--- config.mk ---
export PLATFORM = sky130hd
export DESIGN_NAME = cfu_cmd_initiator
export DESIGN_NICKNAME = d
export VERILOG_FILES = /design/src/rtl/cfu_if_pkg.sv /design/src/rtl/sync_fifo.sv /design/src/rtl/cfu_cmd_initiator.sv
export SDC_FILE = /design/constraint.sdc
export NUM_CORES = 1
export LEC_CHECK = 0
export BUFFER_PORTS_ARGS = -buffer_cell sky130_fd_sc_hd__buf_2
export CORE_UTILIZATION = 50
export DETAILED_ROUTE_END_ITERATION = 10
export PLACE_DENSITY = 0.7
export SLEW_MARGIN = 20
export SYNTH_ARGS = -nofsm -noshare
export SYNTH_HDL_FRONTEND = slang
export SYNTH_SLANG_ARGS = --single-unit
--- constraint.sdc ---
create_clock -name clk -period 7.85 [get_ports clk]
set_clock_uncertainty 0.15 [all_clocks]
set_input_delay 1.1775 -clock clk [delete_from_list [all_inputs] [get_ports clk]]
set_output_delay 1.1775 -clock clk [all_outputs]
set_load 0.01 [all_outputs]
--- src/rtl/cfu_if_pkg.sv ---
`timescale 1ns/1ps
// cfu_if_pkg: shared widths, payload structs and FSM states for the CFU
// cmd/rsp initiator.
//   FUNCT_ID_W - {funct7,funct3} width carried with every command/result
//   DATA_W     - operand / result word width
//   cmd_t      - one queued command (function id, two operands, expect_rsp)
//   res_t      - one queued result (function id of originating command, data)
//   state_e    - initiator FSM states
package cfu_if_pkg;

  localparam int FUNCT_ID_W = 10;
  localparam int DATA_W     = 32;

  typedef struct packed {
    logic [FUNCT_ID_W-1:0] fid;
    logic [DATA_W-1:0]     in0;
    logic [DATA_W-1:0]     in1;
    logic                  expect_rsp;
  } cmd_t;

  typedef struct packed {
    logic [FUNCT_ID_W-1:0] fid;
    logic [DATA_W-1:0]     data;
  } res_t;

  typedef enum logic [1:0] {
    IDLE,
    ISSUE,
    WAIT_RSP
  } state_e;

endpackage

--- src/rtl/sync_fifo.sv ---
`timescale 1ns/1ps
// sync_fifo: single-clock first-word-fall-through FIFO.
//   clk, reset   - clock, synchronous active-high reset (empties the FIFO)
//   push, wdata  - write request; ignored while full
//   pop          - consume head entry; ignored while empty
//   rdata        - head entry, valid whenever !empty
//   full, empty  - occupancy flags
// DEPTH must be a power of two >= 2 so the pointers wrap naturally.
module sync_fifo #(
  parameter int WIDTH = 8,
  parameter int DEPTH = 4
) (
  input  logic             clk,
  input  logic             reset,
  input  logic             push,
  input  logic [WIDTH-1:0] wdata,
  input  logic             pop,
  output logic [WIDTH-1:0] rdata,
  output logic             full,
  output logic             empty
);

  localparam int AW = $clog2(DEPTH);

  logic [WIDTH-1:0] mem [DEPTH];
  logic [AW-1:0]    wr_ptr;
  logic [AW-1:0]    rd_ptr;
  logic [AW:0]      count;
  logic             do_push;
  logic             do_pop;

  assign full    = (count == (AW+1)'(DEPTH));
  assign empty   = (count == '0);
  assign do_push = push && !full;
  assign do_pop  = pop && !empty;
  assign rdata   = mem[rd_ptr];

  always_ff @(posedge clk) begin
    if (reset) begin
      wr_ptr <= '0;
      rd_ptr <= '0;
      count  <= '0;
    end else begin
      if (do_push) wr_ptr <= wr_ptr + 1'b1;
      if (do_pop)  rd_ptr <= rd_ptr + 1'b1;
      case ({do_push, do_pop})
        2'b10:   count <= count + 1'b1;
        2'b01:   count <= count - 1'b1;
        default: count <= count;
      endcase
    end
  end

  // NOTE: storage is deliberately not reset; occupancy is tracked by the
  // pointers/count, and a reset-free array maps onto plain RAM cells.
  always_ff @(posedge clk) begin
    if (do_push) mem[wr_ptr] <= wdata;
  end

endmodule

--- src/rtl/cfu_cmd_initiator.sv ---
`timescale 1ns/1ps
// cfu_cmd_initiator: initiator end of the CFU cmd/rsp handshake.
// Host requests are queued in a command FIFO, issued one at a time to a CFU
// responder, and responses are collected into a result FIFO tagged with the
// originating function id. At most one command is outstanding.
//   clk, reset              - clock, synchronous active-high reset
//   req_*                   - host request port (valid/ready + payload)
//   cmd_*                   - CFU command port (valid/ready + payload)
//   rsp_*                   - CFU response port (valid/ready + payload)
//   res_*                   - result port (valid/ready + data, function id)
//   busy                    - FSM not idle or commands still queued
//   timeout_err, clear_err  - sticky response-timeout flag and its clear
//   issued_count            - command handshakes, wraps
//   dropped_count           - stray/late responses drained, saturates
module cfu_cmd_initiator
  import cfu_if_pkg::*;
#(
  parameter int          CMD_DEPTH      = 4,
  parameter int          RSP_DEPTH      = 4,
  parameter int unsigned TIMEOUT_CYCLES = 1024
) (
  input  logic                  clk,
  input  logic                  reset,
  input  logic                  req_valid,
  output logic                  req_ready,
  input  logic [FUNCT_ID_W-1:0] req_function_id,
  input  logic [DATA_W-1:0]     req_inputs_0,
  input  logic [DATA_W-1:0]     req_inputs_1,
  input  logic                  req_expect_rsp,
  output logic                  cmd_valid,
  input  logic                  cmd_ready,
  output logic [FUNCT_ID_W-1:0] cmd_payload_function_id,
  output logic [DATA_W-1:0]     cmd_payload_inputs_0,
  output logic [DATA_W-1:0]     cmd_payload_inputs_1,
  input  logic                  rsp_valid,
  output logic                  rsp_ready,
  input  logic [DATA_W-1:0]     rsp_payload_outputs_0,
  output logic                  res_valid,
  input  logic                  res_ready,
  output logic [DATA_W-1:0]     res_data,
  output logic [FUNCT_ID_W-1:0] res_function_id,
  output logic                  busy,
  output logic                  timeout_err,
  input  logic                  clear_err,
  output logic [15:0]           issued_count,
  output logic [7:0]            dropped_count
);

  localparam int TIMER_W = (TIMEOUT_CYCLES > 1) ? $clog2(TIMEOUT_CYCLES) : 1;
  localparam logic [TIMER_W-1:0] TIMER_LAST =
    TIMER_W'((TIMEOUT_CYCLES == 0) ? 0 : TIMEOUT_CYCLES - 1);

  state_e                state, state_nxt;
  logic [TIMER_W-1:0]    timer;
  logic [FUNCT_ID_W-1:0] pending_fid;

  cmd_t cmd_wdata, cmd_head;
  res_t res_wdata, res_head;
  logic cmd_push, cmd_pop, cmd_full, cmd_empty;
  logic res_push, res_full, res_empty;
  logic rsp_drop, timeout_hit;

  assign req_ready = !cmd_full;
  assign cmd_push  = req_valid && req_ready;
  assign cmd_wdata = '{fid: req_function_id, in0: req_inputs_0,
                       in1: req_inputs_1, expect_rsp: req_expect_rsp};
  // The command is already popped while its response is awaited, so its
  // function id comes from the copy taken at issue time.
  assign res_wdata = '{fid: pending_fid, data: rsp_payload_outputs_0};

  sync_fifo #(.WIDTH($bits(cmd_t)), .DEPTH(CMD_DEPTH)) u_cmd_fifo (
    .clk   (clk),
    .reset (reset),
    .push  (cmd_push),
    .wdata (cmd_wdata),
    .pop   (cmd_pop),
    .rdata (cmd_head),
    .full  (cmd_full),
    .empty (cmd_empty)
  );

  sync_fifo #(.WIDTH($bits(res_t)), .DEPTH(RSP_DEPTH)) u_res_fifo (
    .clk   (clk),
    .reset (reset),
    .push  (res_push),
    .wdata (res_wdata),
    .pop   (res_ready),
    .rdata (res_head),
    .full  (res_full),
    .empty (res_empty)
  );

  // Payloads are forced to zero while not valid so nothing stale or
  // uninitialised from the FIFO storage is ever visible on the ports.
  assign cmd_payload_function_id = cmd_valid ? cmd_head.fid : '0;
  assign cmd_payload_inputs_0    = cmd_valid ? cmd_head.in0 : '0;
  assign cmd_payload_inputs_1    = cmd_valid ? cmd_head.in1 : '0;
  assign res_valid               = !res_empty;
  assign res_data                = res_valid ? res_head.data : '0;
  assign res_function_id         = res_valid ? res_head.fid : '0;
  assign busy                    = (state != IDLE) || !cmd_empty;

  // NOTE: every output of this block gets a default before the case, so no
  // path leaves a signal unassigned and no latch is inferred.
  always_comb begin
    state_nxt   = state;
    cmd_valid   = 1'b0;
    cmd_pop     = 1'b0;
    rsp_ready   = 1'b0;
    res_push    = 1'b0;
    rsp_drop    = 1'b0;
    timeout_hit = 1'b0;
    unique case (state)
      IDLE: begin
        // Drain stray responses: a responder stuck on rsp_valid would
        // otherwise hold cmd_ready low forever.
        rsp_ready = rsp_valid;
        rsp_drop  = rsp_valid;
        // Only issue a response-bearing command when its result has a slot,
        // which is what keeps the result FIFO from ever overflowing.
        if (!cmd_empty && (!cmd_head.expect_rsp || !res_full)) state_nxt = ISSUE;
      end
      ISSUE: begin
        cmd_valid = 1'b1;
        rsp_ready = rsp_valid;
        rsp_drop  = rsp_valid;
        if (cmd_ready) begin
          cmd_pop   = 1'b1;
          state_nxt = cmd_head.expect_rsp ? WAIT_RSP : IDLE;
        end
      end
      WAIT_RSP: begin
        rsp_ready = 1'b1;
        if (rsp_valid) begin
          res_push  = 1'b1;
          state_nxt = IDLE;
        end else if ((TIMEOUT_CYCLES != 0) && (timer == TIMER_LAST)) begin
          timeout_hit = 1'b1;
          state_nxt   = IDLE;
        end
      end
      default: state_nxt = IDLE;
    endcase
  end

  // NOTE: state registers use non-blocking assignments so every flop samples
  // pre-edge values regardless of statement order.
  always_ff @(posedge clk) begin
    if (reset) begin
      state         <= IDLE;
      timer         <= '0;
      pending_fid   <= '0;
      timeout_err   <= 1'b0;
      issued_count  <= '0;
      dropped_count <= '0;
    end else begin
      state <= state_nxt;
      if ((state == WAIT_RSP) && !res_push && !timeout_hit) timer <= timer + 1'b1;
      else                                                  timer <= '0;
      if (cmd_pop) begin
        pending_fid  <= cmd_head.fid;
        issued_count <= issued_count + 16'd1;
      end
      // A timeout in the same cycle as clear_err leaves the flag set.
      if (timeout_hit)    timeout_err <= 1'b1;
      else if (clear_err) timeout_err <= 1'b0;
      if (rsp_drop && (dropped_count != 8'hFF)) dropped_count <= dropped_count + 8'd1;
    end
  end

endmodule

Word-level counts from Yosys, hierarchy flattened
Memory sizes are Yosys's and may differ from the RTL's. A register that Yosys moved wholly into a read port is not among the register bits.
Cells that the tools add are included.
{"block": "totals", "wordCells": 100, "output_inout_bits": 146, "input_bits": 114, "mem_count": 2, "ramBits": 468, "ff_bits": 61}
{"name": "u_cmd_fifo.mem", "depth": 4, "word_bits": 75, "read_ports": 1, "rd_ports_with_merged_regs": 1, "write_ports": 1, "line_no": "sync_fifo.sv:25", "rtl": "logic [WIDTH-1:0] mem [DEPTH];"}
{"name": "u_res_fifo.mem", "depth": 4, "word_bits": 42, "read_ports": 1, "rd_ports_with_merged_regs": 1, "write_ports": 1, "line_no": "sync_fifo.sv:25"}
{"block": "classes", "reduce_logical": 28, "muxes": 33, "bitwise": 1, "addsub": 11, "eq_ne": 13}
{"cell": "$mux W32", "n": 3}
{"cell": "$mux W10", "n": 2}
{"cell": "$mux W2", "n": 9}
{"cell": "$add A16 B1 Y16 const B", "n": 1}
{"cell": "$mux W1", "n": 15}
{"cell": "$pmux W3 S2", "n": 2}
{"cell": "$add A10 B1 Y10 const B", "n": 1}
{"cell": "$eq A10 B10 Y1 const B", "n": 1}
{"cell": "$logic_and A1 B1 Y1", "n": 9}
{"cell": "$add A2 B1 Y2 const B", "n": 4}
{"cell": "$add A8 B1 Y8 const B", "n": 1}
{"cell": "$ne A8 B8 Y1 const B", "n": 1}
{"cell": "$reduce_bool A2 Y1", "n": 4}
{"cell": "$logic_not A1 Y1", "n": 7}
{"cell": "$add A3 B1 Y3 const B", "n": 2}
{"cell": "$eq A2 B1 Y1 const B", "n": 3}
{"cell": "$eq A2 B2 Y1 const B", "n": 3}
{"cell": "$eq A3 B3 Y1 const B", "n": 2}
{"cell": "$logic_not A3 Y1", "n": 2}
{"cell": "$pmux W2 S3", "n": 1}
{"cell": "$sub A3 B1 Y3 const B", "n": 2}
{"cell": "$ne A2 B2 Y1 const B", "n": 2}
{"cell": "$reduce_or A2 Y1", "n": 2}
{"cell": "$ne A3 B3 Y1 const B", "n": 1}
{"cell": "5 further kinds", "n": 6}

Longest topological paths before layout
{"block": "depth", "depth_word": 8, "ltp_mapped": 10, "ltp_nobuf": 9}

Hierarchy
A second synthesis with hierarchy kept.
{"block": "hier_totals", "hier_cells": 1083, "hier_area_um2": 20737.4}
{"module": "sync_fifo at u_cmd_fifo", "seq_area_each_um2": 9188.8, "instances": 1, "area_per_inst_um2": 11288.3, "cells_each": 445}
{"module": "sync_fifo at u_res_fifo", "seq_area_each_um2": 5225.0, "instances": 1, "area_per_inst_um2": 6601.3, "cells_each": 274}
{"module": "cfu_cmd_initiator", "seq_area_each_um2": 940.9, "instances": 1, "area_per_inst_um2": 2847.7, "cells_each": 364}

Worst setup path after synthesis
No wires, ideal clock.
{"block": "synth_timing", "path_type": "input port to flip-flop", "start": "input port req_valid", "end": "memory u_cmd_fifo.mem[0][0] (netlist bit), enable pin", "path_slack_ps": 4278, "required_time_ps": 7258, "setup_ps": 442, "path_stages": 1, "arrival_time_ps": 2980, "cell_sequence": "and3_1"}
{"block": "synth_via", "elab_chain_cells": 4}
{"element": "start: declaration", "line_no": "cfu_cmd_initiator.sv:24", "rtl": "input logic req_valid,"}
{"element": "$logic_and A1 B1 Y1", "line_no": "cfu_cmd_initiator.sv:64", "rtl": "assign cmd_push = req_valid && req_ready;"}
{"element": "$logic_and A1 B1 Y1", "line_no": "sync_fifo.sv:34", "rtl": "assign do_push = push && !full;"}
{"element": "$mux W1", "line_no": "sync_fifo.sv:57", "rtl": "if (do_push) mem[wr_ptr] <= wdata;"}
{"element": "$mux W1 (not written as such)", "line_no": "sync_fifo.sv:57"}
{"element": "end: declaration", "line_no": "sync_fifo.sv:25"}
No other way between the ends.

==> out/qor.log <==
INFO  synthesis      synthCells=1086
INFO  synthesis      synth_simple_gate_area_share=7.36%
INFO  final_layout   finish.net_count=1490
INFO  hold_path      hold_path_end=timer[0]
INFO  cts            postCtsSetupRepairBufs=0
INFO  power          clock_power_share=40.7%
INFO  power          comb_power_share=8.0%
INFO  cts            insertion_delay_of_the_later_clocked_pin_in_the_worst_skew_pair=0.59ns
INFO  synthesis      postSynth.asyncResetShare=0%
INFO  worst_setup_path reg2reg_to=u_res_fifo.count[2]
INFO  worst_setup_path worst-endpoint-required=6.52ns
INFO  synthesis      xor_and_xnor_area_share_after_synthesis=1.35%
INFO  cts            clk_root_buffer_cell=sky130_fd_sc_hd__clkbuf_16
INFO  cts            cts_tree=built
INFO  timing         setup-tns-final=0ns
INFO  power          power.share.switching=21.8%
INFO  synthesis      synth-adder-area-share=0.923%
INFO  timing         tightestPinTransition=0.887ns
INFO  floorplan      dieWidth=205um
INFO  synthesis      synth_top_family_by_area=multiplexers
INFO  synthesis      synth.area.mux_share=13.3%
INFO  synthesis      synth.avg_cell_area=19.0squm
INFO  power          power.share.sequential=51.3%
INFO  final_layout   layout.filler_cells=3052
INFO  detailed_routing detail-route-antenna-nets=0
INFO  synthesis      number_of_enable_flip_flop_cells_after_synthesis=468
INFO  cts            h-tree-depth=2
INFO  cts            cts.path.max_buffers=3
INFO  synthesis      post_synthesis_sequential_element_count=533
INFO  synthesis      ys_types=50
INFO  global_routing grt_pass1_wl=61.2mm
INFO  detailed_routing number_of_remaining_drc_errors=0
INFO  cts            hold_buffers=0
INFO  synthesis      yosysWarnings=0
INFO  power          p_per_area=261nW/um^2
INFO  worst_setup_path worst_setup_path_start_kind=flip-flop
INFO  hold_path      hold_critical_path_depth=1
INFO  floorplan      start_util=50.6%
INFO  cts            cts_sinks=533
INFO  worst_setup_path reg2reg_from=u_res_fifo.count[2]
INFO  synthesis      synth_flop_cell=sky130_fd_sc_hd__edfxtp_1
INFO  placed_design  detailed_place_hpwl=23.4mm
INFO  cts            clk_transition_reported_paths=0.06ns
INFO  synthesis      synth_largest_type_area_fraction=68.2%
INFO  final_layout   most_common_library_cell_in_the_layout_ignoring_fill_and_taps=sky130_fd_sc_hd__edfxtp_1
INFO  timing         hold_viol_final=0
INFO  power          power_report.internal_total=4.95mW
INFO  detailed_routing vias=10511
INFO  hold_path      hp-start=timer[0]
INFO  cts            post_cts_resize_count=0
INFO  global_routing grt_overflow=0
INFO  global_routing largest_net_degree_at_the_start_of_global_routing=77
INFO  floorplan      std_cell_rows=74
INFO  synthesis      synth.area.top_cells=sky130_fd_sc_hd__edfxtp_1, sky130_fd_sc_hd__mux4_2, sky130_fd_sc_hd__dfxtp_1, sky130_fd_sc_hd__and2_1, sky130_fd_sc_hd__nor2_1
INFO  final_layout   ratio_of_cells_with_drive_above_1_in_the_final_layout=34.9%
INFO  detailed_routing post_drt_via_cell_ratio=5.42
INFO  floorplan      floorplan.die_area=42000squm
INFO  cts            total_cts_buffers=54
INFO  worst_setup_path setup.reg_to_reg.worst_slack=5.03ns
INFO  detailed_routing route.detailed.wl_per_inst=20.7um
INFO  final_layout   area_growth_syn_to_layout=17.9%
INFO  floorplan      core-area=40700squm
INFO  placed_design  gpl.final_weighted_congestion=0.733
INFO  floorplan      die-height=205um
INFO  worst_setup_path reg2regPathDepth=8
INFO  placed_design  dpl_cell_area=22500squm
INFO  timing         fmax=223MHz
INFO  timing         slew_violations=0
INFO  final_layout   final_cell_area=24300squm
INFO  detailed_routing drt-total-wl=40.2mm
INFO  worst_setup_path critPathCaptureType=output pin
INFO  detailed_routing drt_iter0_markers=600
INFO  placed_design  placed_instance_count=1838
INFO  final_layout   mostFrequentLayoutCells=sky130_fd_sc_hd__edfxtp_1, sky130_fd_sc_hd__buf_2, sky130_fd_sc_hd__and2_1
INFO  run_status     outcome=finished, final reports clean
INFO  worst_setup_path critPathArrivalTime=3.15ns
INFO  run            drv_cap=0
INFO  power          vdd.ir_drop.worst=0.284mV
INFO  synthesis      synth_fp_nets=1214
INFO  hold_path      min_path_type=reg -> reg
INFO  global_routing initial_antenna_violation_count=11
INFO  power          power.leakage=8.42nW
INFO  detailed_routing detailedRoute.firstPassIterationCount=6
INFO  final_layout   post_layout_nonfiller_instances=1941
INFO  placed_design  io_buffers=259
INFO  timing         setup_violations=0
INFO  global_routing grt_pass1_vias=10821
INFO  synthesis      synth_top_cell_by_area=sky130_fd_sc_hd__edfxtp_1
INFO  timing         post-route-period-util=57.1%
INFO  floorplan      ios=260
INFO  worst_setup_path setup.worst_path.class=reg -> out
INFO  worst_setup_path crit_path_max_fanout=43
INFO  power          p_switching=1.38mW
INFO  timing         rsz0062_at_grt=no
INFO  global_routing global_route_usage_over_all_layers=19.3%
INFO  timing         max-slew-margin-rel=40.9%
INFO  timing         fin_crit=4.48ns
INFO  synthesis      synth_compound_area_share=1.25%
INFO  synthesis      syn-cell-area=20600squm
INFO  synthesis      sequential_fraction_of_the_synthesis_area=74.5%
-- cells in the mapped netlist, types with 4 or more instances --
cell	n
sky130_fd_sc_hd__nand2_1	33
sky130_fd_sc_hd__nor3_1	8
sky130_fd_sc_hd__nor2_1	54
sky130_fd_sc_hd__buf_2	13
sky130_fd_sc_hd__o21ai_0	6
sky130_fd_sc_hd__mux2i_1	4
sky130_fd_sc_hd__edfxtp_1	468
sky130_fd_sc_hd__ha_1	12
sky130_fd_sc_hd__mux4_2	117
sky130_fd_sc_hd__dfxtp_1	65
sky130_fd_sc_hd__nand3_1	15
sky130_fd_sc_hd__nand4_1	7
sky130_fd_sc_hd__clkbuf_1	36
sky130_fd_sc_hd__xnor2_1	17
sky130_fd_sc_hd__and3_1	6
sky130_fd_sc_hd__or3_1	6
sky130_fd_sc_hd__inv_1	12
sky130_fd_sc_hd__xor2_1	13
sky130_fd_sc_hd__and2_1	122
sky130_fd_sc_hd__nor2b_1	7
sky130_fd_sc_hd__a21oi_1	21
-- cell families (layout without fill, tap and decap cells) --
| family | after synthesis | count (layout) |
|---|---|---|
| xor+xnor | 31 | 31 |
| buf+inv | 65 | 384 |
| other cells | 0 | 4 |
| mux | 126 | 126 |
| compound gates | 40 | 40 |
| flops | 533 | 533 |
| fa+ha+maj | 14 | 14 |
| simple gates | 277 | 277 |
-- critical path, stage by stage (launching register included) --
cell and delay (ns):
sky130_fd_sc_hd__dfxtp_4 0.93, sky130_fd_sc_hd__buf_4 0.68, sky130_fd_sc_hd__mux4_2 0.59, sky130_fd_sc_hd__and2_1 0.17, sky130_fd_sc_hd__buf_2 0.15
-- registers in the layout, summed over array words and instances, names as in the netlist, 3 cells and up, named ones only --
signal            flops
u_cmd_fifo.mem      300
pending_fid          10
dropped_count         8
u_res_fifo.count      3
u_res_fifo.mem      168
timer                10
u_cmd_fifo.count      3
issued_count         16
-- power groups by stage --
stage	Combinational (mW)	Clock, mW	Sequential, mW
after global routing	0.554	2.74	3.26
final	0.504	2.58	3.25
after floorplan	0.310	0	3.29
after detailed placement	0.514	0	3.31
after global placement	0.506	0	3.31
after CTS	0.517	2.64	3.25
-- worst max path at each step --
stage                         start  slack (ns)  cells after the start                        to
final                     flip-flop        3.37                      4  cmd_payload_inputs_0[27]
after global routing      flip-flop        3.03                      4  cmd_payload_inputs_0[27]
after CTS                 flip-flop        3.18                      4  cmd_payload_inputs_0[25]
after detailed placement  flip-flop        3.81                      4   cmd_payload_inputs_0[2]
after global placement    flip-flop        3.85                      4   cmd_payload_inputs_0[2]
after floorplan           req_valid        4.28                      1      u_cmd_fifo.mem[0][0]
-- through the flow --
| step | hold WS (ns) | util [%] | setup slack [ns] | power, mW |
|---|---|---|---|---|
| after global routing | 0.357 | 59.6 | 3.03 | 6.55 |
| after floorplan | 0.291 | - | 4.28 | 3.60 |
| after detailed placement | 0.318 | 55.2 | 3.81 | 3.82 |
| final | 0.325 | 59.6 | 3.37 | 6.33 |
| after CTS | 0.332 | 59.6 | 3.18 | 6.41 |
| after global placement | 0.315 | 55.2 | 3.85 | 3.81 |
-- layout make-up --
type / count / area [sq um] / share of cell area [%]
timing repair buffer: 273 / 1400 / 5.77
antenna: 4 / 10.0 / 0.0412
clock inverter: 33 / 382 / 1.57
clock buffer: 66 / 1410 / 5.79
sequential: 533 / 15400 / 63.3
multi-input combinational: 488 / 5010 / 20.6
inverter: 12 / 45.0 / 0.185
tap: 532 / 666 / 2.74
-- layer usage --
metal  track usage, %  vias up  wire (um)
li1                 -     4801          -
met1             24.4     5356      16500
met2             31.5      276      19600
met3             6.25       66       3150
met4             6.48       12        841
met5                0        -         73
No activity file was read; power rests on OpenSTA's default activity.
